[src/rtl/uart_cmd_sequencer_pkg.sv]
// Shared definitions for the UART command sequencer: opcodes, reply codes,
// FSM state encoding and the opcode -> argument-count helper.
package uart_cmd_sequencer_pkg;

  localparam logic [7:0] OP_RESET  = 8'h01;
  localparam logic [7:0] OP_START  = 8'h02;
  localparam logic [7:0] OP_WR_CFG = 8'h03;
  localparam logic [7:0] OP_RD_CFG = 8'h04;
  localparam logic [7:0] OP_STATUS = 8'h05;

  localparam logic [7:0] RPL_RESET = 8'hA1;
  localparam logic [7:0] RPL_START = 8'hA2;
  localparam logic [7:0] RPL_WR_OK = 8'hA3;
  localparam logic [7:0] RPL_ERR   = 8'hEE;

  typedef enum logic [2:0] {
    S_IDLE,
    S_FETCH,
    S_WAIT_BYTE,
    S_DECODE,
    S_EXEC,
    S_PULSE_RST,
    S_SEND,
    S_SEND_WAIT
  } state_e;

  // Number of argument bytes following an opcode; illegal opcodes take none.
  function automatic logic [1:0] arg_count(input logic [7:0] op);
    case (op)
      OP_WR_CFG: arg_count = 2'd2;
      OP_RD_CFG: arg_count = 2'd1;
      default:   arg_count = 2'd0;
    endcase
  endfunction

endpackage

[src/rtl/uart_cmd_sequencer_if.sv]
// Bus bundle between the command sequencer and its surroundings
// (rx FIFO, uart_tx, accelerator, config register outputs).
//   master : the sequencer (drives fifo_re, send_*, sw_rst, start, cfg)
//   slave  : the environment (drives FIFO status/data, tx_bsy, done, timeout)
interface uart_cmd_sequencer_if #(
  parameter int unsigned NUM_CFG = 4
);
  logic                   fifo_empty;
  logic                   fifo_re;
  logic                   fifo_out_valid;
  logic [7:0]             fifo_out_data;
  logic                   rx_block_timeout;
  logic                   send_trig;
  logic [7:0]             send_data;
  logic                   tx_bsy;
  logic                   done;
  logic                   sw_rst;
  logic                   start;
  logic [8*NUM_CFG-1:0]   cfg;

  modport master (
    input  fifo_empty, fifo_out_valid, fifo_out_data, rx_block_timeout, tx_bsy, done,
    output fifo_re, send_trig, send_data, sw_rst, start, cfg
  );

  modport slave (
    output fifo_empty, fifo_out_valid, fifo_out_data, rx_block_timeout, tx_bsy, done,
    input  fifo_re, send_trig, send_data, sw_rst, start, cfg
  );
endinterface

[src/rtl/uart_cmd_sequencer_cmd_arg_collector.sv]
// Collects the opcode and argument bytes of one command.
//   i_clear            : drop any partial command (sequencer idle)
//   i_byte_vld/i_byte  : a byte returned by the rx FIFO
//   i_awaiting         : sequencer is waiting for an argument byte
//   i_fifo_empty       : rx FIFO empty flag
//   i_rx_block_timeout : line-idle pulse
//   o_opcode/o_arg0/o_arg1 : collected command (arg0 = first argument)
//   o_need_arg         : more argument bytes still required
//   o_abort            : timeout while starved of an argument byte
module cmd_arg_collector
  import uart_cmd_sequencer_pkg::*;
(
  input  logic       clk,
  input  logic       rst,
  input  logic       i_clear,
  input  logic       i_byte_vld,
  input  logic [7:0] i_byte,
  input  logic       i_awaiting,
  input  logic       i_fifo_empty,
  input  logic       i_rx_block_timeout,
  output logic [7:0] o_opcode,
  output logic [7:0] o_arg0,
  output logic [7:0] o_arg1,
  output logic       o_need_arg,
  output logic       o_abort
);
  logic       r_have_op;
  logic       r_got_arg0;
  logic [1:0] r_args_left;
  logic [7:0] r_opcode;
  logic [7:0] r_arg0;
  logic [7:0] r_arg1;

  always_ff @(posedge clk or negedge rst) begin
    if (!rst) begin
      r_have_op   <= 1'b0;
      r_got_arg0  <= 1'b0;
      r_args_left <= '0;
      r_opcode    <= '0;
      r_arg0      <= '0;
      r_arg1      <= '0;
    end else if (i_clear) begin
      r_have_op   <= 1'b0;
      r_got_arg0  <= 1'b0;
      r_args_left <= '0;
    end else if (i_byte_vld) begin
      if (!r_have_op) begin
        r_have_op   <= 1'b1;
        r_opcode    <= i_byte;
        r_args_left <= arg_count(i_byte);
      end else begin
        if (!r_got_arg0) begin
          r_arg0     <= i_byte;
          r_got_arg0 <= 1'b1;
        end else begin
          r_arg1 <= i_byte;
        end
        r_args_left <= r_args_left - 2'd1;
      end
    end
  end

  assign o_opcode   = r_opcode;
  assign o_arg0     = r_arg0;
  assign o_arg1     = r_arg1;
  assign o_need_arg = r_have_op && (r_args_left != 2'd0);
  assign o_abort    = i_awaiting && o_need_arg && i_fifo_empty && i_rx_block_timeout;

endmodule

[src/rtl/uart_cmd_sequencer.sv]
// UART command sequencer: reads command bytes from the rx FIFO, executes
// RESET/START/WR_CFG/RD_CFG/STATUS and replies with one byte via uart_tx.
//   clk  : clock, all logic on posedge
//   rst  : asynchronous active-low reset
//   bus  : master side of uart_cmd_sequencer_if (FIFO, tx, accelerator, cfg)
module uart_cmd_sequencer
  import uart_cmd_sequencer_pkg::*;
#(
  parameter int unsigned SWRST_CYCLES = 8,
  parameter int unsigned NUM_CFG      = 4
) (
  input  logic                  clk,
  input  logic                  rst,
  uart_cmd_sequencer_if.master  bus
);
  localparam logic [7:0] CFG_LIMIT  = 8'(NUM_CFG);
  localparam logic [7:0] SWRST_LAST = 8'(SWRST_CYCLES - 1);

  state_e               r_state;
  logic                 r_fifo_re;
  logic                 r_send_trig;
  logic [7:0]           r_send_data;
  logic                 r_sw_rst;
  logic                 r_start;
  logic                 r_busy;
  logic [7:0]           r_cnt;
  logic [8*NUM_CFG-1:0] r_cfg;

  logic [7:0] w_opcode;
  logic [7:0] w_arg0;
  logic [7:0] w_arg1;
  logic       w_need_arg;
  logic       w_abort;
  logic       w_addr_ok;
  logic [7:0] w_rd_data;

  cmd_arg_collector u_collector (
    .clk                (clk),
    .rst                (rst),
    .i_clear            (r_state == S_IDLE),
    .i_byte_vld         ((r_state == S_WAIT_BYTE) && bus.fifo_out_valid),
    .i_byte             (bus.fifo_out_data),
    .i_awaiting         (r_state == S_DECODE),
    .i_fifo_empty       (bus.fifo_empty),
    .i_rx_block_timeout (bus.rx_block_timeout),
    .o_opcode           (w_opcode),
    .o_arg0             (w_arg0),
    .o_arg1             (w_arg1),
    .o_need_arg         (w_need_arg),
    .o_abort            (w_abort)
  );

  assign w_addr_ok = (w_arg0 < CFG_LIMIT);

  always_comb begin
    w_rd_data = '0;
    for (int unsigned i = 0; i < NUM_CFG; i++) begin
      if (w_arg0 == 8'(i)) w_rd_data = r_cfg[8*i +: 8];
    end
  end

  always_ff @(posedge clk or negedge rst) begin
    if (!rst) begin
      r_state     <= S_IDLE;
      r_fifo_re   <= 1'b0;
      r_send_trig <= 1'b0;
      r_send_data <= '0;
      r_sw_rst    <= 1'b0;
      r_start     <= 1'b0;
      r_busy      <= 1'b0;
      r_cnt       <= '0;
      r_cfg       <= '0;
    end else begin
      r_fifo_re   <= 1'b0;
      r_send_trig <= 1'b0;
      r_start     <= 1'b0;

      // Busy is set by the start pulse itself so a stale done from the
      // previous run cannot clear it in the same cycle.
      if (r_start)       r_busy <= 1'b1;
      else if (bus.done) r_busy <= 1'b0;

      case (r_state)
        S_IDLE: begin
          if (!bus.fifo_empty) begin
            r_fifo_re <= 1'b1;
            r_state   <= S_FETCH;
          end
        end
        S_FETCH: r_state <= S_WAIT_BYTE;
        S_WAIT_BYTE: begin
          if (bus.fifo_out_valid) r_state <= S_DECODE;
        end
        S_DECODE: begin
          if (w_abort) begin
            r_send_data <= RPL_ERR;
            r_state     <= S_SEND;
          end else if (w_need_arg) begin
            if (!bus.fifo_empty) begin
              r_fifo_re <= 1'b1;
              r_state   <= S_FETCH;
            end
          end else begin
            r_start <= (w_opcode == OP_START);
            r_state <= S_EXEC;
          end
        end
        S_EXEC: begin
          r_state <= S_SEND;
          case (w_opcode)
            OP_RESET: begin
              r_sw_rst <= 1'b1;
              r_cnt    <= '0;
              r_state  <= S_PULSE_RST;
            end
            OP_START: r_send_data <= RPL_START;
            OP_WR_CFG: begin
              for (int unsigned i = 0; i < NUM_CFG; i++) begin
                if (w_arg0 == 8'(i)) r_cfg[8*i +: 8] <= w_arg1;
              end
              r_send_data <= w_addr_ok ? RPL_WR_OK : RPL_ERR;
            end
            OP_RD_CFG: r_send_data <= w_addr_ok ? w_rd_data : RPL_ERR;
            OP_STATUS: r_send_data <= {6'b0, bus.done, r_busy};
            default:   r_send_data <= RPL_ERR;
          endcase
        end
        S_PULSE_RST: begin
          if (r_cnt == SWRST_LAST) begin
            r_sw_rst    <= 1'b0;
            r_cnt       <= '0;
            r_send_data <= RPL_RESET;
            r_state     <= S_SEND;
          end else begin
            r_cnt <= r_cnt + 8'd1;
          end
        end
        S_SEND: begin
          if (!bus.tx_bsy) begin
            r_send_trig <= 1'b1;
            r_state     <= S_SEND_WAIT;
          end
        end
        S_SEND_WAIT: begin
          // uart_tx raises busy the cycle after the trigger, so the trigger
          // cycle itself is never taken as "transmission finished".
          if (!r_send_trig && !bus.tx_bsy) r_state <= S_IDLE;
        end
        default: r_state <= S_IDLE;
      endcase
    end
  end

  assign bus.fifo_re   = r_fifo_re;
  assign bus.send_trig = r_send_trig;
  assign bus.send_data = r_send_data;
  assign bus.sw_rst    = r_sw_rst;
  assign bus.start     = r_start;
  assign bus.cfg       = r_cfg;

endmodule
[src/flat_wrapper.sv]
// flat-port wrapper written by rule: the top's interface ports become plain ports
module uart_cmd_sequencer_flat import uart_cmd_sequencer_pkg::*;
#(
  parameter int unsigned SWRST_CYCLES = 8,
  parameter int unsigned NUM_CFG      = 4
)
  (clk, rst, bus_fifo_empty, bus_fifo_out_valid, bus_fifo_out_data, bus_rx_block_timeout, bus_tx_bsy, bus_done, bus_fifo_re, bus_send_trig, bus_send_data, bus_sw_rst, bus_start, bus_cfg);
  uart_cmd_sequencer_if #(.NUM_CFG(NUM_CFG)) bus_i ();
  input  logic clk;
  input  logic rst;
  input wire logic [$bits(bus_i.fifo_empty)-1:0] bus_fifo_empty;
  input wire logic [$bits(bus_i.fifo_out_valid)-1:0] bus_fifo_out_valid;
  input wire logic [$bits(bus_i.fifo_out_data)-1:0] bus_fifo_out_data;
  input wire logic [$bits(bus_i.rx_block_timeout)-1:0] bus_rx_block_timeout;
  input wire logic [$bits(bus_i.tx_bsy)-1:0] bus_tx_bsy;
  input wire logic [$bits(bus_i.done)-1:0] bus_done;
  output wire logic [$bits(bus_i.fifo_re)-1:0] bus_fifo_re;
  output wire logic [$bits(bus_i.send_trig)-1:0] bus_send_trig;
  output wire logic [$bits(bus_i.send_data)-1:0] bus_send_data;
  output wire logic [$bits(bus_i.sw_rst)-1:0] bus_sw_rst;
  output wire logic [$bits(bus_i.start)-1:0] bus_start;
  output wire logic [$bits(bus_i.cfg)-1:0] bus_cfg;
  assign bus_i.fifo_empty = bus_fifo_empty;
  assign bus_i.fifo_out_valid = bus_fifo_out_valid;
  assign bus_i.fifo_out_data = bus_fifo_out_data;
  assign bus_i.rx_block_timeout = bus_rx_block_timeout;
  assign bus_i.tx_bsy = bus_tx_bsy;
  assign bus_i.done = bus_done;
  assign bus_fifo_re = bus_i.fifo_re;
  assign bus_send_trig = bus_i.send_trig;
  assign bus_send_data = bus_i.send_data;
  assign bus_sw_rst = bus_i.sw_rst;
  assign bus_start = bus_i.start;
  assign bus_cfg = bus_i.cfg;
  uart_cmd_sequencer #(.SWRST_CYCLES(SWRST_CYCLES), .NUM_CFG(NUM_CFG)) u_core (.clk(clk), .rst(rst), .bus(bus_i));
endmodule
[config.mk]
export PLATFORM = sky130hd
export DESIGN_NAME = uart_cmd_sequencer_flat
export DESIGN_NICKNAME = d
export VERILOG_FILES = /design/src/rtl/uart_cmd_sequencer_pkg.sv /design/src/rtl/uart_cmd_sequencer_if.sv /design/src/rtl/uart_cmd_sequencer_cmd_arg_collector.sv /design/src/rtl/uart_cmd_sequencer.sv /design/src/flat_wrapper.sv
export SDC_FILE = /design/constraint.sdc
export NUM_CORES = 1
export LEC_CHECK = 0
export CAP_MARGIN = 20
export CORE_AREA = 4 4 100 102
export CTS_BUF_LIST = sky130_fd_sc_hd__clkbuf_16
export CTS_CLUSTER_DIAMETER = 50
export CTS_CLUSTER_SIZE = 10
export DETAILED_ROUTE_END_ITERATION = 10
export DIE_AREA = 0 0 104 106
export PLACE_DENSITY = 0.67
export SYNTH_ARGS = -nofsm -noshare
export SYNTH_HDL_FRONTEND = slang
export SYNTH_SLANG_ARGS = --single-unit
[constraint.sdc]
create_clock -name clk -period 3.79 [get_ports clk]
set_input_delay 0.758 -clock clk [delete_from_list [all_inputs] [get_ports clk]]
set_output_delay 0.758 -clock clk [all_outputs]
set_load 0.02 [all_outputs]
# Word-level counts from Yosys, hierarchy flattened
# Index checks and enable logic that the tools add are counted.
[word_totals] regBits=84 input_bits=15 output_inout_bits=44 wordCells=122
[op_classes] addsub=2 n_lt_le_gt_ge=1 n_eq_ne=25 muxes=45 bitwise_logic=3 n_reduce_logical=28
[ops] op="two-way mux 8 bit" n=9
[ops] op="equality test 8 x 2 -> 1 bit (second input constant)" n=5
[ops] op="one-hot mux 8 bit (5 select lines)" n=1
[ops] op="equality test 8 x 3 -> 1 bit (second input constant)" n=4
[ops] op="one-hot mux 3 bit (8 select lines)" n=1
[ops] op="one-hot mux 8 bit (3 select lines)" n=1
[ops] op="two-way mux 3 bit" n=7
[ops] op="AND reduction 3 bit" n=6
[ops] op="two-way mux 1 bit" n=17
[ops] op="equality test 8 x 1 -> 1 bit (second input constant)" n=2
[ops] op="one-hot mux 8 bit (2 select lines)" n=1
[ops] op="AND reduction 4 bit" n=4
[ops] op="equality test 3 bit (second input constant)" n=4
[ops] op="nonzero test 2 bit" n=5
[ops] op="adder 8 x 1 -> 8 bit (second input constant)" n=1
[ops] op="zero test 8 bit" n=1
[ops] op="less-than comparator 8 x 3 -> 1 bit (second input constant)" n=1
[ops] op="two-way mux 2 bit" n=4
[ops] op="!= test 2 bit (second input constant)" n=4
[ops] op="two-way mux 7 bit" n=1
[ops] op="equality test 3 x 2 -> 1 bit (second input constant)" n=2
[ops] op="logical AND 1 bit" n=6
[ops] op="!= test 2 x 1 -> 1 bit (second input constant)" n=3
[ops] op="one-hot mux 1 bit (2 select lines)" n=2
[ops] op="8 further kinds" n=12

# Logic depth before layout (Yosys ltp)
# Gate-level depths: netlist of the first run.
[depth] depth_word=8 mapped_depth=8 depth_no_buf=7

# Modules after synthesis
# A second synthesis of the first run with hierarchy kept.
[unflattened] hier_cells=319 hier_area_um2=4000.1
[modules_own_cells] mod="uart_cmd_sequencer" instances=1 cells_per_inst=241 area_per_inst_um2=2831.5 seq_area_each_um2=1401.3
[modules_own_cells] mod="cmd_arg_collector" instances=1 cells_per_inst=78 area_per_inst_um2=1168.6 seq_area_each_um2=700.7

# Worst setup path before layout of the first run
# OpenSTA, ideal clock, no wires.
[synth_path] kind="register -> register" startpoint="register u_core.u_collector.r_opcode[4] (netlist: u_core.u_collector.o_opcode[4])" endpoint="register u_core.r_cfg[16] (netlist: u_core.bus.cfg[16])" setup_time_ns=0.125 arrival_ns=2.533 required_ns=3.665 setup_slack_ns=1.132 path_stages_with_launch=9 path_buffers=3 synth_period_minus_slack_ns=2.658 path_cell_list="dfrtp_1 or4_4 or2_1 buf_6 or3_4 buf_6 or3_1 buf_6 mux2_4"
[synth_between] elab_chain_cells=2
[synth_rtl] item="start, declared" line_no="uart_cmd_sequencer_cmd_arg_collector.sv:30" text="logic [7:0] r_opcode;"
[synth_rtl] item="start signal, assigned" line_no="uart_cmd_sequencer_cmd_arg_collector.sv:49" text="r_opcode <= i_byte;"
[synth_rtl] item="equality test 8 x 2 -> 1 bit" line_no="uart_cmd_sequencer.sv:110" text="case (w_opcode)"
[synth_rtl] item="AND reduction 3 bit (no line)"
[synth_rtl] item="end signal, assigned by index" line_no="uart_cmd_sequencer.sv:119" text="if (w_arg0 == 8'(i)) r_cfg[8*i +: 8] <= w_arg1;"
[synth_rtl] item="end, declared" line_no="uart_cmd_sequencer.sv:27" text="logic [8*NUM_CFG-1:0] r_cfg;"
# No other way between the ends.
# A chain may end at the register's enable or synchronous reset.

# Worst setup path in the final report of the first run
[layout_path] startpoint="register u_core.u_collector.r_opcode[4] (netlist: u_core.u_collector.o_opcode[4])" endpoint="register u_core.r_cfg[6] (netlist: u_core.bus.cfg[6])"
# Same word-level chain as after synthesis.

==> results.txt, run 1 <==
global route overflow - 0
post-CTS setup repair buffer count - 0
clock power share - 25.9%
chip width - 104 µm
Async S/R FF share, synth - 100.0%
Synth Area in Simple Gates - 12.40%
fin util - 54.12%
Synth Area in Adders - 0.6262%
Rows - 35
Die Span Y - 106 µm
Max Clock Skew - 0.007355 ns
# IOs - 59
Vias/cell - 5.684
Tightest Pin Transition - 0.9021 ns
Longest Clk Path Bufs - 2
hpwl dp - 6390 µm
clock-pin slew on the worst setup and hold paths - 0.06 ns
Worst Setup EP - u_core.bus.cfg[6]
leakage - 2.177 nW
sequential share of power - 47.2%
internal power - 1.967 mW
maxcap violations - 0
Ys Warns - 0
GR Util All Layers - 16.91%
worst setup path class - reg -> reg
Slew Limit Fails - 0
GPL Wtd Cong - 0.7522
area grow syn2layout - 23.36%
first-pass GRT wire length - 14840 µm
logic gate share of total power - 26.9%
synthesized area per cell - 12.61 µm²
nets@finish - 392
dpl cells - 474
CTS Buf Count - 9
Antenna Violating Nets Remaining - 0
vias in the first global route - 2850
Switching Share - 33.69%
required time of the critical path - 4.00 ns
post_cts resized - 0
register area share after synthesis - 52.60%
root buf cell - clkbuf_16
CTS tree - built
Syn Nets - 334
FF+latch count, synth - 84
RSZ-0062 raised after global routing - no
min Tclk post-route - 2.855 ns
Skew-Pair Late Insertion Delay - 0.33 ns
Reg area - 2102 µm²
setup tns final - 0 ns
worst min-delay path class - in -> async
Post-Syn Area - 3996 µm²
largest family of logic cells by synthesized area - multiplexers
CTS sink cnt - 84
fillers - 781
xor and xnor area share after synthesis - 0%
fmax - 0.3503 GHz
VDD IR max - 0.3040 mV
crit path from - u_core.u_collector.o_opcode[4]
crit-path max FO - 9
pin count of the biggest net entering global routing - 85
Hold Violations, Final - 0
number of DRC markers in iteration 0 - 133
mux cell area share after synthesis - 21.70%
R2R depth - 5
CP startpoint kind - flip-flop
post-synth cell types - 53
# H-tree levels - 3
DRC viols - 0
CP Capture Type - flip-flop
Worst slew margin - 39.50%
Post-DP Area - 4642 µm²
Layout Cells excl Fill - 491
Multi-input gate area - 1789 µm²
initial antenna violation count - 0
cell area after layout - 4930 µm²
layout cells sized above 1 - 22.63%
Synth Area in Compound Gates - 10.05%
hold_buf cts - 0
Data arrival, critical path - 3.07 ns
core box area - 9109 µm²
Antenna Cells - 0
Pwr Density - 601.6 nW/µm²
PortBufs - 58
worst r2r src - u_core.u_collector.o_opcode[4]
Post-Syn Instances - 317
Switch Pwr - 999.0 µW
DIE AREA - 11020 µm²
Starting Density - 43.87%
final setup fails - 0
Total Wirelength - 8964 µm
DR pass1 iterations - 4
wire per inst - 18.26 µm
Vias - 2791
Critical R2R Capture - u_core.bus.cfg[6]
flop-to-flop setup slack - 0.93 ns
Post-synth EDFFs - 0
Tcrit/Tclk final - 75.33%
Main synth FF type - dfrtp_1
outcome - finished, final reports clean
cell usage after synthesis (4+ instances only):
master | n | area [µm²]
nor4_1 | 4 | 25.02
o21a_1 | 7 | 52.55
dfrtp_1 | 84 | 2102
inv_1 | 7 | 26.28
a21oi_1 | 6 | 30.03
nand2_1 | 16 | 60.06
nor2_1 | 17 | 63.81
mux2_4 | 16 | 240.2
o22a_1 | 4 | 35.03
nor3_1 | 9 | 45.04
mux4_2 | 6 | 135.1
o21ai_0 | 16 | 80.08
or3_1 | 6 | 37.54
nand3_1 | 6 | 30.03
buf_6 | 4 | 45.04
clkbuf_1 | 9 | 33.78
mux2_2 | 41 | 461.7
nand2b_1 | 4 | 25.02
power by group through the flow:
stage          clock network, mW  logic (mW)  registers, mW
2_1_floorplan                  0       0.629           1.30
3_3_place_gp                   0       0.781           1.41
3_5_place_dp                   0       0.799           1.41
4_1_cts                    0.787       0.802           1.40
5_1_grt                    0.830       0.881           1.44
6_report                   0.768       0.799           1.40
worst min path at each step:
stage	slack [ns]	from	cells past startpoint	to
after floorplan	0.45	u_core.r_busy	1	u_core.r_busy
after global placement	0.44	u_core.bus.start	1	u_core.r_busy
after detailed placement	0.45	u_core.bus.start	1	u_core.r_busy
after CTS	0.46	u_core.bus.start	1	u_core.r_busy
after global routing	0.34	rst	1	u_core.r_cnt[7]
final	0.32	rst	1	u_core.bus.sw_rst
through the flow:
step	power [mW]	hold WS, ns	setup WS, ns
after global routing	3.153	0.3354	0.8813
final	2.966	0.3244	0.9349
after CTS	2.986	0.4587	0.9343
after floorplan	1.929	0.4540	1.132
after detailed placement	2.212	0.4458	0.8887
after global placement	2.188	0.4422	0.9146
cell families after synthesis:
group / after synthesis
adder cells (fa/ha/maj): 2
multiplexers: 66
AO/OA/AOI/OAI: 58
buffers and inverters: 20
AND/OR/NAND/NOR: 87
flip-flops: 84
area by class of cell:
cell class	instances	area share, %
well taps	111	2.817
flip-flops and latches	84	42.64
multi-input cells	213	36.29
repair buffers	60	12.44
clock inverters	7	0.7107
inverters	7	0.5330
clock buffers	9	4.569
registers in the layout, indices dropped and copies added (netlist names), 2 cells and up:
register	count
u_core.r_cnt	8
u_core.r_state	3
u_core.bus.cfg	32
u_core.bus.send_data	8
u_core.u_collector.o_opcode	8
u_core.u_collector.o_arg1	8
u_core.u_collector.r_args_left	2
u_core.u_collector.o_arg0	8
worst max-delay path: stages, from the launching register on:
cell	delay, ns
dfrtp_1	0.37
or4_4	0.56
or2_1	0.33
or3_4	0.47
or3_1	0.61
mux2_4	0.38
cell usage in the layout (no fill, tap or decap), drive strengths merged, types with 4 or more instances in the layout:
master and instances:
nand2 16, inv 8, mux4 6, or4 4, nor2 17, a21oi 6
dfrtp 84, o21a 7, nor3 11, mux2 57, nand3 6, clkdlybuf4s50 57
o21ai 16, o22a 4, clkbuf 9, or3 7, clkinv 4, nand2b 4
nor4 4
per-layer routing:
metal / global-route usage [%] / share of wire [%] / vias to the layer above
met1: 21.95 / 45 / 1416
met5: 0 / 0 / -
met3: 5.161 / 4.5 / 10
met4: 5.508 / 1.1 / 0
li1: - / - / 1302
met2: 27.21 / 49 / 63
(Power assumes the default switching activity.)
==> run 2, diff against run 1 <==
Clock period 3.79 ns to 2.63 ns, I/O delays scaled along.
==> run 2 against run 1 <==
Non-clock buffer count grew 16. Critical path depth is the same. Cell area grew 4.3%. Clock skew grew 0.0016 ns. Register-to-register slack lost 0.79 ns. Via count grew 2.4%. Power grew 58%. Global-route usage grew 0.43 points. Critical path type unchanged. Cell count grew 3.3%. Count of clock-buffer cells in the layout is the same. Maximum frequency grew 15%. Worst setup slack lost 0.79 ns.
==> results.txt, run 2 (synthesis results as in run 1) <==
outcome - finished, final reports clean
DIE AREA - 11020 µm² (unchanged)
Antenna Violating Nets Remaining - 0 (unchanged)
wire length on met3 - 376 µm (-6.5%)
WHS - 0.1707 ns (-0.1537 ns)
wire per inst - 18.23 µm (-0.14%)
area grow syn2layout - 28.62%
Max Clock Skew - 0.008906 ns (+0.001551 ns)
DRC viols - 0 (unchanged)
dpl cells - 491 (+3.6%)
number of DRC markers in iteration 0 - 96 (-28%)
GPL Wtd Cong - 0.7719 (+2.6%)
Total Wirelength - 9243 µm (+3.1%)
max layer used - met4
Vias/cell - 5.635 (-0.87%)
fin util - 56.43% (+2.3 points)
Tightest Pin Transition - 0.7323 ns (-0.1697 ns)
slowest CP cell - a2111oi_0
CP Capture Type - flip-flop
family with the most delay on the worst path - simple AND/OR/NAND/NOR gates
layout cells sized above 1 - 27.27% (+4.6 points)
hpwl dp - 6683 µm (+4.6%)
# IOs - 59 (unchanged)
commonest non-fill, non-tap cell in the layout - dfrtp_1
chip width - 104 µm (unchanged)
critical path cell sequence - or4_4, or2_1, or3_4, a2111oi_0, o22a_1
worst min-delay path class - in -> async
Final Power - 4.695 mW (+58%)
fmax - 0.4028 GHz (+15%)
worst r2r src - u_core.u_collector.o_opcode[3]
Vias - 2857 (+2.4%)
GR Util All Layers - 17.34% (+0.43 points)
Layout Cells excl Fill - 507 (+3.3%)
worst setup path class - reg -> reg
CP startpoint kind - flip-flop
Skew-Pair Late Insertion Delay - 0.34 ns (about the same)
R2R depth - 5 (unchanged)
first-pass GRT wire length - 15300 µm (+3.2%)
Slew Limit Fails - 0 (unchanged)
Starting Density - 43.87% (unchanged)
initial antenna violation count - 0 (unchanged)
Worst slew margin - 51.18% (+12 points)
pin count of the biggest net entering global routing - 43 (-49%)
final setup fails - 0 (unchanged)
Max stage delay on crit path - 0.60 ns (about the same)
sum of buffers and inverters on the critical path - 0 (unchanged)
CTS sink cnt - 84 (unchanged)
clock-pin slew on the worst setup and hold paths - 0.06 ns (about the same)
maxcap violations - 0 (unchanged)
Critical R2R Capture - u_core.bus.send_data[0]
post_cts resized - 2 (+2)
DR pass1 iterations - 4 (unchanged)
leakage - 2.291 nW (+5.2%)
min Tclk post-route - 2.483 ns (-0.3723 ns)
hold_buf cts - 0 (unchanged)
post-CTS setup repair buffer count - 0 (unchanged)
met2 wire length - 4618 µm (+4.1%)
core box area - 9109 µm² (unchanged)
Data arrival, critical path - 2.75 ns (-0.32 ns)
crit-path max FO - 5 (-4)
root buf cell - clkbuf_16
flop-to-flop setup slack - 0.15 ns (-0.79 ns)
Pwr Density - 913.4 nW/µm² (+52%)
RSZ-0062 raised after global routing - no
Tcrit/Tclk final - 94.40% (+19 points)
commonest cells after routing, fill and taps aside - 84 x dfrtp_1, 57 x clkdlybuf4s50_1, 41 x mux2_2, 18 x buf_4, 17 x nor2_1
CTS tree - built
nets@finish - 408 (+4.1%)
Die Span Y - 106 µm (unchanged)
vias in the first global route - 2997 (+5.2%)
required time of the critical path - 2.90 ns (-1.10 ns)
PortBufs - 58 (unchanged)
CTS Buf Count - 9 (unchanged)
Longest Clk Path Bufs - 2 (unchanged)
global route overflow - 0 (unchanged)
VDD IR max - 0.4760 mV (+57%)
Hold Violations, Final - 0 (unchanged)
metal1 wirelength - 4159 µm (+3.3%)
max reg flops - 32 (unchanged)
setup tns final - 0 ns (unchanged)
fillers - 772 (-1.2%)
Rows - 35 (unchanged)
Antenna Cells - 0 (unchanged)
# H-tree levels - 3 (unchanged)
==> run 2: cell types whose count changed in the layout (fill, tap and decap cells not counted), moves of 2 or more <==
cell       delta
bufinv_16     +3
clkinv_1      -3
or3_1         -2
or3_4         +2
buf_4        +16
inv_6         +2
==> run 2: per-stage QoR <==
| stage | instance area [µm²] | setup WS (ns) |
|---|---|---|
| 3_5_place_dp | 4782 | -0.01120 |
| 6_report | 5140 | 0.1472 |
| 4_1_cts | 5140 | 0.1527 |
| 5_1_grt | 5140 | 0.09822 |
| 2_1_floorplan | 3996 | 0.04501 |
| 3_3_place_gp | 4782 | 0.05262 |
==> run 2: area by class of cell <==
| cell class | count | area [µm²] | area share [%] |
|---|---|---|---|
| clock buffers | 9 | 225.2 | 4.382 |
| clock inverters | 7 | 122.6 | 2.386 |
| inverters | 7 | 26.28 | 0.5112 |
| multi-input cells | 213 | 1799 | 35.00 |
| flip-flops and latches | 84 | 2102 | 40.90 |
| well taps | 111 | 138.9 | 2.702 |
| repair buffers | 76 | 725.7 | 14.12 |
==> run 2: routing by layer <==
layer  track usage [%]  up-vias
met5                 0        -
met4             3.514        0
met3             4.797       10
met2             29.06       56
met1             22.72     1455
li1                  -     1336
==> run 2: power breakdown <==
| group | total [mW] | internal [mW] | switching, mW |
|---|---|---|---|
| clock network | 1.45 | 0.934 | 0.516 |
| logic | 1.30 | 0.667 | 0.629 |
| registers | 1.95 | 1.60 | 0.347 |
| total | 4.69 | 3.20 | 1.49 |
==> run 2: worst max path at each step <==
stage                                        start                      end  slack (ns)  cells past startpoint
finish              u_core.u_collector.o_opcode[3]  u_core.bus.send_data[0]        0.15                      5
global route        u_core.u_collector.o_opcode[3]  u_core.bus.send_data[0]         0.1                      5
CTS                 u_core.u_collector.o_opcode[3]        u_core.bus.cfg[2]        0.15                      5
detailed placement  u_core.u_collector.o_opcode[3]        u_core.bus.cfg[0]       -0.01                      5
global placement    u_core.u_collector.o_opcode[3]        u_core.bus.cfg[1]        0.05                      5
floorplan           u_core.u_collector.o_opcode[3]        u_core.bus.cfg[0]        0.05                      8
==> RTL edit 1, RTL diff (settings of run 1) <==
Encoding of `state_e`: now one-hot (8 bits for 8 states).
--- a/src/rtl/uart_cmd_sequencer_pkg.sv
+++ b/src/rtl/uart_cmd_sequencer_pkg.sv
@@ -14,13 +14,13 @@
   localparam logic [7:0] RPL_ERR   = 8'hEE;
 
-  typedef enum logic [2:0] {
-    S_IDLE,
-    S_FETCH,
-    S_WAIT_BYTE,
-    S_DECODE,
-    S_EXEC,
-    S_PULSE_RST,
-    S_SEND,
-    S_SEND_WAIT
+  typedef enum logic [7:0] {
+    S_IDLE      = 8'b00000001,
+    S_FETCH     = 8'b00000010,
+    S_WAIT_BYTE = 8'b00000100,
+    S_DECODE    = 8'b00001000,
+    S_EXEC      = 8'b00010000,
+    S_PULSE_RST = 8'b00100000,
+    S_SEND      = 8'b01000000,
+    S_SEND_WAIT = 8'b10000000
   } state_e;
 
Formal check against the unedited RTL: same outputs for any inputs over 10 cycles, from zero or initial values and one cycle with rst low; not proved beyond that.
==> RTL edit 1 against run 1 <==
- setup slack improved by 0.20 ns
- wire length rose by 8.0%
- synthesized area rose by 4.9%
- fmax rose by 7.5%
- total power fell by 10%
- sequential cell count rose by 5
- clock skew barely moved
- cell count rose by 6.5%
- final area rose by 6.4%
- largest cell class unchanged
==> RTL edit 1: results (changes against run 1) <==
<table>
<tr><th>Metric</th><th>Value</th></tr>
<tr><th colspan="2">Status</th></tr>
<tr><td>Result of the run</td><td>complete, no violations</td></tr>
<tr><th colspan="2">Setup path</th></tr>
<tr><td>Highest fanout seen on the critical path</td><td>8 (-1)</td></tr>
<tr><td>Worst EP arrival</td><td>2.88 ns (-0.19 ns)</td></tr>
<tr><th colspan="2">Timing</th></tr>
<tr><td>Relative slew margins</td><td>0.461 (+0.0658)</td></tr>
<tr><td>Layout Skew</td><td>0.00690 ns (-0.000457 ns)</td></tr>
<tr><th colspan="2">GRT</th></tr>
<tr><td>First-pass GRT wire length</td><td>16200 um (+9.0%)</td></tr>
<tr><td>Overall fraction of global-route tracks in use</td><td>0.185 (+0.0163)</td></tr>
<tr><td>Pin count of the biggest net entering global routing</td><td>66 (-22%)</td></tr>
<tr><th colspan="2">Worst hold path</th></tr>
<tr><td>Worst min-delay path class</td><td>reg -&gt; reg</td></tr>
<tr><th colspan="2">Placed design</th></tr>
<tr><td>Detailed placer's ending HPWL</td><td>7030 um (+10%)</td></tr>
<tr><td>Worst Setup Slack post-DPL</td><td>0.907 ns (+0.0188 ns)</td></tr>
<tr><td>Routability congestion estimate</td><td>0.836 (+11%)</td></tr>
<tr><th colspan="2">Finish</th></tr>
<tr><td>Fillers</td><td>794 (+1.7%)</td></tr>
<tr><td>Fraction of final layout cells with drive strength greater than 1</td><td>0.245 (+0.0188)</td></tr>
<tr><td>Final net count</td><td>424 (+8.2%)</td></tr>
<tr><td>Largest register FFs</td><td>32 (unchanged)</td></tr>
<tr><th colspan="2">Route</th></tr>
<tr><td>Initial DRT Pass Iterations</td><td>6 (+2)</td></tr>
<tr><td>DRT Wirelength</td><td>9680 um (+8.0%)</td></tr>
<tr><td>Via density per instance</td><td>5.78 (+1.8%)</td></tr>
<tr><td>Drt initial violations</td><td>86 (-35%)</td></tr>
<tr><th colspan="2">Pwr</th></tr>
<tr><td>Worst IR Drop VDD</td><td>0.293 mV (-3.7%)</td></tr>
<tr><td>Static Leakage</td><td>2.36 nW (+8.5%)</td></tr>
<tr><th colspan="2">Logic synthesis</th></tr>
<tr><td>Sequential share of the synthesized area</td><td>0.531 (+0.00550)</td></tr>
<tr><td>Netlist cell types</td><td>58 (+9.4%)</td></tr>
<tr><td>Most common library cells after synthesis</td><td>88 x sky130_fd_sc_hd__dfrtp_1, 57 x sky130_fd_sc_hd__mux2_2, 22 x sky130_fd_sc_hd__nand2_1</td></tr>
<tr><td>Prevailing post-synth register cell</td><td>sky130_fd_sc_hd__dfrtp_1</td></tr>
<tr><td>Post-synth net total</td><td>356 (+6.6%)</td></tr>
<tr><td>Cell types occupying the most area after synthesis</td><td>sky130_fd_sc_hd__dfrtp_1 53%, sky130_fd_sc_hd__mux2_2 15%, sky130_fd_sc_hd__mux4_2 4.3%</td></tr>
<tr><th colspan="2">Clock tree</th></tr>
<tr><td>Max Root-Sink Buffers</td><td>2 (unchanged)</td></tr>
</table>
[RTL edit 1: area by class of cell]
type	instances	share of cell area
Sequential cell	89	0.425
Inverter	11	0.00787
Timing Repair Buffer	62	0.116
Multi-Input combinational cell	234	0.363
Clock inverter	7	0.0193
Clock buffer	9	0.0429
Tap cell	111	0.0265
[RTL edit 1: power breakdown]
group,internal [W],leakage [nW],switching (W)
Sequential,0.00106,1.22,0.000117
Combinational,0.000239,0.988,0.000288
Clock,0.000584,0.158,0.000379
Total,0.00188,2.36,0.000784
[RTL edit 1: cell families after synthesis]
| group | count (synthesis) | synth area share |
|---|---|---|
| and+or+nand+nor | 111 | 0.160 |
| DFF | 89 | 0.531 |
| muxes | 67 | 0.201 |
| AOI/OAI and AO/OA | 53 | 0.0848 |
| buffers and inverters | 16 | 0.0149 |
| adders and majority gates | 2 | 0.00597 |
| xor gates and xnor gates | 1 | 0.00209 |
[RTL edit 1: worst max-delay path, stage by stage, from the launching register on]
cell,delay (ns)
sky130_fd_sc_hd__dfrtp_1,0.47
sky130_fd_sc_hd__nor4b_2,0.44
sky130_fd_sc_hd__nand4b_1,0.26
sky130_fd_sc_hd__or3_4,0.49
sky130_fd_sc_hd__nor3b_4,0.48
sky130_fd_sc_hd__mux2_2,0.40
[RTL edit 1: per-layer routing]
metal | track usage | wire, um | up-vias | share of wire
met3 | 0.0376 | 301 | 18 | 0.031
met1 | 0.255 | 4510 | 1523 | 0.47
met5 | 0 | 0 | - | 0
met4 | 0.0636 | 204 | 0 | 0.021
li1 | - | - | 1411 | -
met2 | 0.295 | 4660 | 73 | 0.48
[RTL edit 1: path summary, 6_finish.rpt]
path | slack, ns | cells after the start | startpoint | endpoint
setup / recovery | 1.13 | 5 | u_core.r_state[5]$_DFFE_PN0P_ | u_core.bus.cfg[9]$_DFFE_PN0P_
hold / removal | 0.49 | 1 | u_core.bus.start$_DFF_PN0_ | u_core.r_busy$_DFFE_PN0P_
setup reg to reg | 1.13 | 5 | u_core.r_state[5]$_DFFE_PN0P_ | u_core.bus.cfg[9]$_DFFE_PN0P_
hold reg to reg | 0.49 | 1 | u_core.bus.start$_DFF_PN0_ | u_core.r_busy$_DFFE_PN0P_
max in group asynchronous | 2.57 | 2 | rst | u_core.bus.cfg[9]$_DFFE_PN0P_
min in group asynchronous | 0.52 | 1 | rst | u_core.bus.fifo_re$_DFF_PN0_
[RTL edit 1: per-stage QoR]
step	power, W	util	instances	hold WS [ns]	area (um^2)
2_1_floorplan	0.00151	-	339	0.450	4190
3_3_place_gp	0.00171	0.540	507	0.471	4920
3_5_place_dp	0.00172	0.540	507	0.473	4920
4_1_cts	0.00269	0.576	523	0.487	5250
5_1_grt	0.00279	0.576	523	0.503	5250
6_report	0.00266	0.576	523	0.487	5250
==> RTL edit 2, RTL diff (flow settings as in run 1) <==
Made on the original files. `SWRST_CYCLES` is set to 8 in 2 places; all go to 6.
--- a/src/rtl/uart_cmd_sequencer.sv
+++ b/src/rtl/uart_cmd_sequencer.sv
@@ -7,5 +7,5 @@
   import uart_cmd_sequencer_pkg::*;
 #(
-  parameter int unsigned SWRST_CYCLES = 8,
+  parameter int unsigned SWRST_CYCLES = 6,
   parameter int unsigned NUM_CFG      = 4
 ) (
--- a/src/flat_wrapper.sv
+++ b/src/flat_wrapper.sv
@@ -2,5 +2,5 @@
 module uart_cmd_sequencer_flat import uart_cmd_sequencer_pkg::*;
 #(
-  parameter int unsigned SWRST_CYCLES = 8,
+  parameter int unsigned SWRST_CYCLES = 6,
   parameter int unsigned NUM_CFG      = 4
 )
Formal check against the unedited RTL: same outputs for any inputs over 10 cycles, from zero or initial values and one cycle with rst low; that may be too few to reach the edited logic, so the function may still have changed.
==> RTL edit 2 against run 1 <==
- highest routed layer unchanged
- worst hold slack lost 0.018 ns
- wire length shrank 0.48%
- synthesized area shrank 1.1%
- setup slack lost 0.014 ns
- final area is essentially flat
- sequential cell count is the same
- count of clock-buffer cells in the layout is the same
- total power grew 5.3%
==> RTL edit 2: results (changes against run 1) <==
<table>
<tr><th>Metric</th><th>Value</th></tr>
<tr><th colspan="2">Logic synthesis</th></tr>
<tr><td>Compound-Gate Fraction of Synth Area</td><td>0.0867 (-0.0138)</td></tr>
<tr><td>Post-synth net total</td><td>340 (+1.8%)</td></tr>
<tr><td>Cell types occupying the most area after synthesis</td><td>sky130_fd_sc_hd__dfrtp_1 53%, sky130_fd_sc_hd__mux2_2 14%, sky130_fd_sc_hd__mux4_2 4.0%</td></tr>
<tr><td>Average footprint of a synthesized cell</td><td>12.3 um^2 (-2.6%)</td></tr>
<tr><td>Netlist cell types</td><td>48 (-9.4%)</td></tr>
<tr><td>Post-Syn Area</td><td>0.00395 mm^2 (-1.1%)</td></tr>
<tr><td>Synth Area in Adders</td><td>0.00950 (+0.00323)</td></tr>
<tr><td>Most common library cells after synthesis</td><td>84 x sky130_fd_sc_hd__dfrtp_1, 48 x sky130_fd_sc_hd__mux2_2, 25 x sky130_fd_sc_hd__nor2_1</td></tr>
<tr><th colspan="2">Timing</th></tr>
<tr><td>Post-route setup slack</td><td>0.921 ns (-0.0141 ns)</td></tr>
<tr><td>Layout Skew</td><td>0.00768 ns (+0.000324 ns)</td></tr>
<tr><td>Worst hold slack after final layout</td><td>0.307 ns (-0.0178 ns)</td></tr>
<tr><td>Worst-margin pin slew</td><td>0.743 ns (-0.159 ns)</td></tr>
<tr><th colspan="2">Placed design</th></tr>
<tr><td>Placed Cells incl. Taps</td><td>479 (+1.1%)</td></tr>
<tr><td>Detailed placer's ending HPWL</td><td>6220 um (-2.7%)</td></tr>
<tr><td>Routability congestion estimate</td><td>0.787 (+4.6%)</td></tr>
<tr><th colspan="2">GRT</th></tr>
<tr><td>GRT met3 Usage</td><td>0.0346 (-0.0170)</td></tr>
<tr><td>Met1 track demand over resource in global routing</td><td>0.220 (about the same)</td></tr>
<tr><th colspan="2">Route</th></tr>
<tr><td>Initial DRT Pass Iterations</td><td>5 (+1)</td></tr>
<tr><td>Metal-1 WL</td><td>4020 um (-0.12%)</td></tr>
<tr><th colspan="2">Status</th></tr>
<tr><td>Result of the run</td><td>complete, no violations</td></tr>
<tr><th colspan="2">Setup path</th></tr>
<tr><td>Crit path capture</td><td>u_core.bus.cfg[5]$_DFFE_PN0P_</td></tr>
<tr><td>Worst EP arrival</td><td>3.08 ns (about the same)</td></tr>
<tr><td>Cell at the slowest stage of the critical path</td><td>sky130_fd_sc_hd__or4_4</td></tr>
<tr><th colspan="2">Pwr</th></tr>
<tr><td>Static Leakage</td><td>2.16 nW (-1.0%)</td></tr>
<tr><th colspan="2">Finish</th></tr>
<tr><td>Count of flip-flops and latches</td><td>84 (unchanged)</td></tr>
<tr><td>Clk cell area share</td><td>0.0607 (+0.00788)</td></tr>
<tr><td>Nonclk buf count</td><td>59 (-1.7%)</td></tr>
</table>
-- RTL edit 2: changes by cell type in the layout (fill, tap and decap cells not counted), moves of 3 or more --
cell                      before  now
sky130_fd_sc_hd__nor2_1       17   25
sky130_fd_sc_hd__o21ai_0      16   23
sky130_fd_sc_hd__mux2_4       16    8
sky130_fd_sc_hd__o21a_1        7    2
sky130_fd_sc_hd__a21oi_1       6    9
sky130_fd_sc_hd__nor2b_1       3    0
sky130_fd_sc_hd__or3_1         6    2
sky130_fd_sc_hd__mux2_2       41   48
sky130_fd_sc_hd__o22a_1        4    1
-- RTL edit 2: report_power, final --
part           leakage, nW  internal, W  switching (W)
clock network        0.136     0.000513       0.000359
registers             1.09      0.00111       0.000298
logic                0.925     0.000430       0.000413
-- RTL edit 2: kinds of logic after synthesis --
kind of cell,after synthesis
adder cells (fa/ha/maj),3
multiplexers,65
AO/OA/AOI/OAI,55
buffers and inverters,21
flip-flops,84
AND/OR/NAND/NOR,94
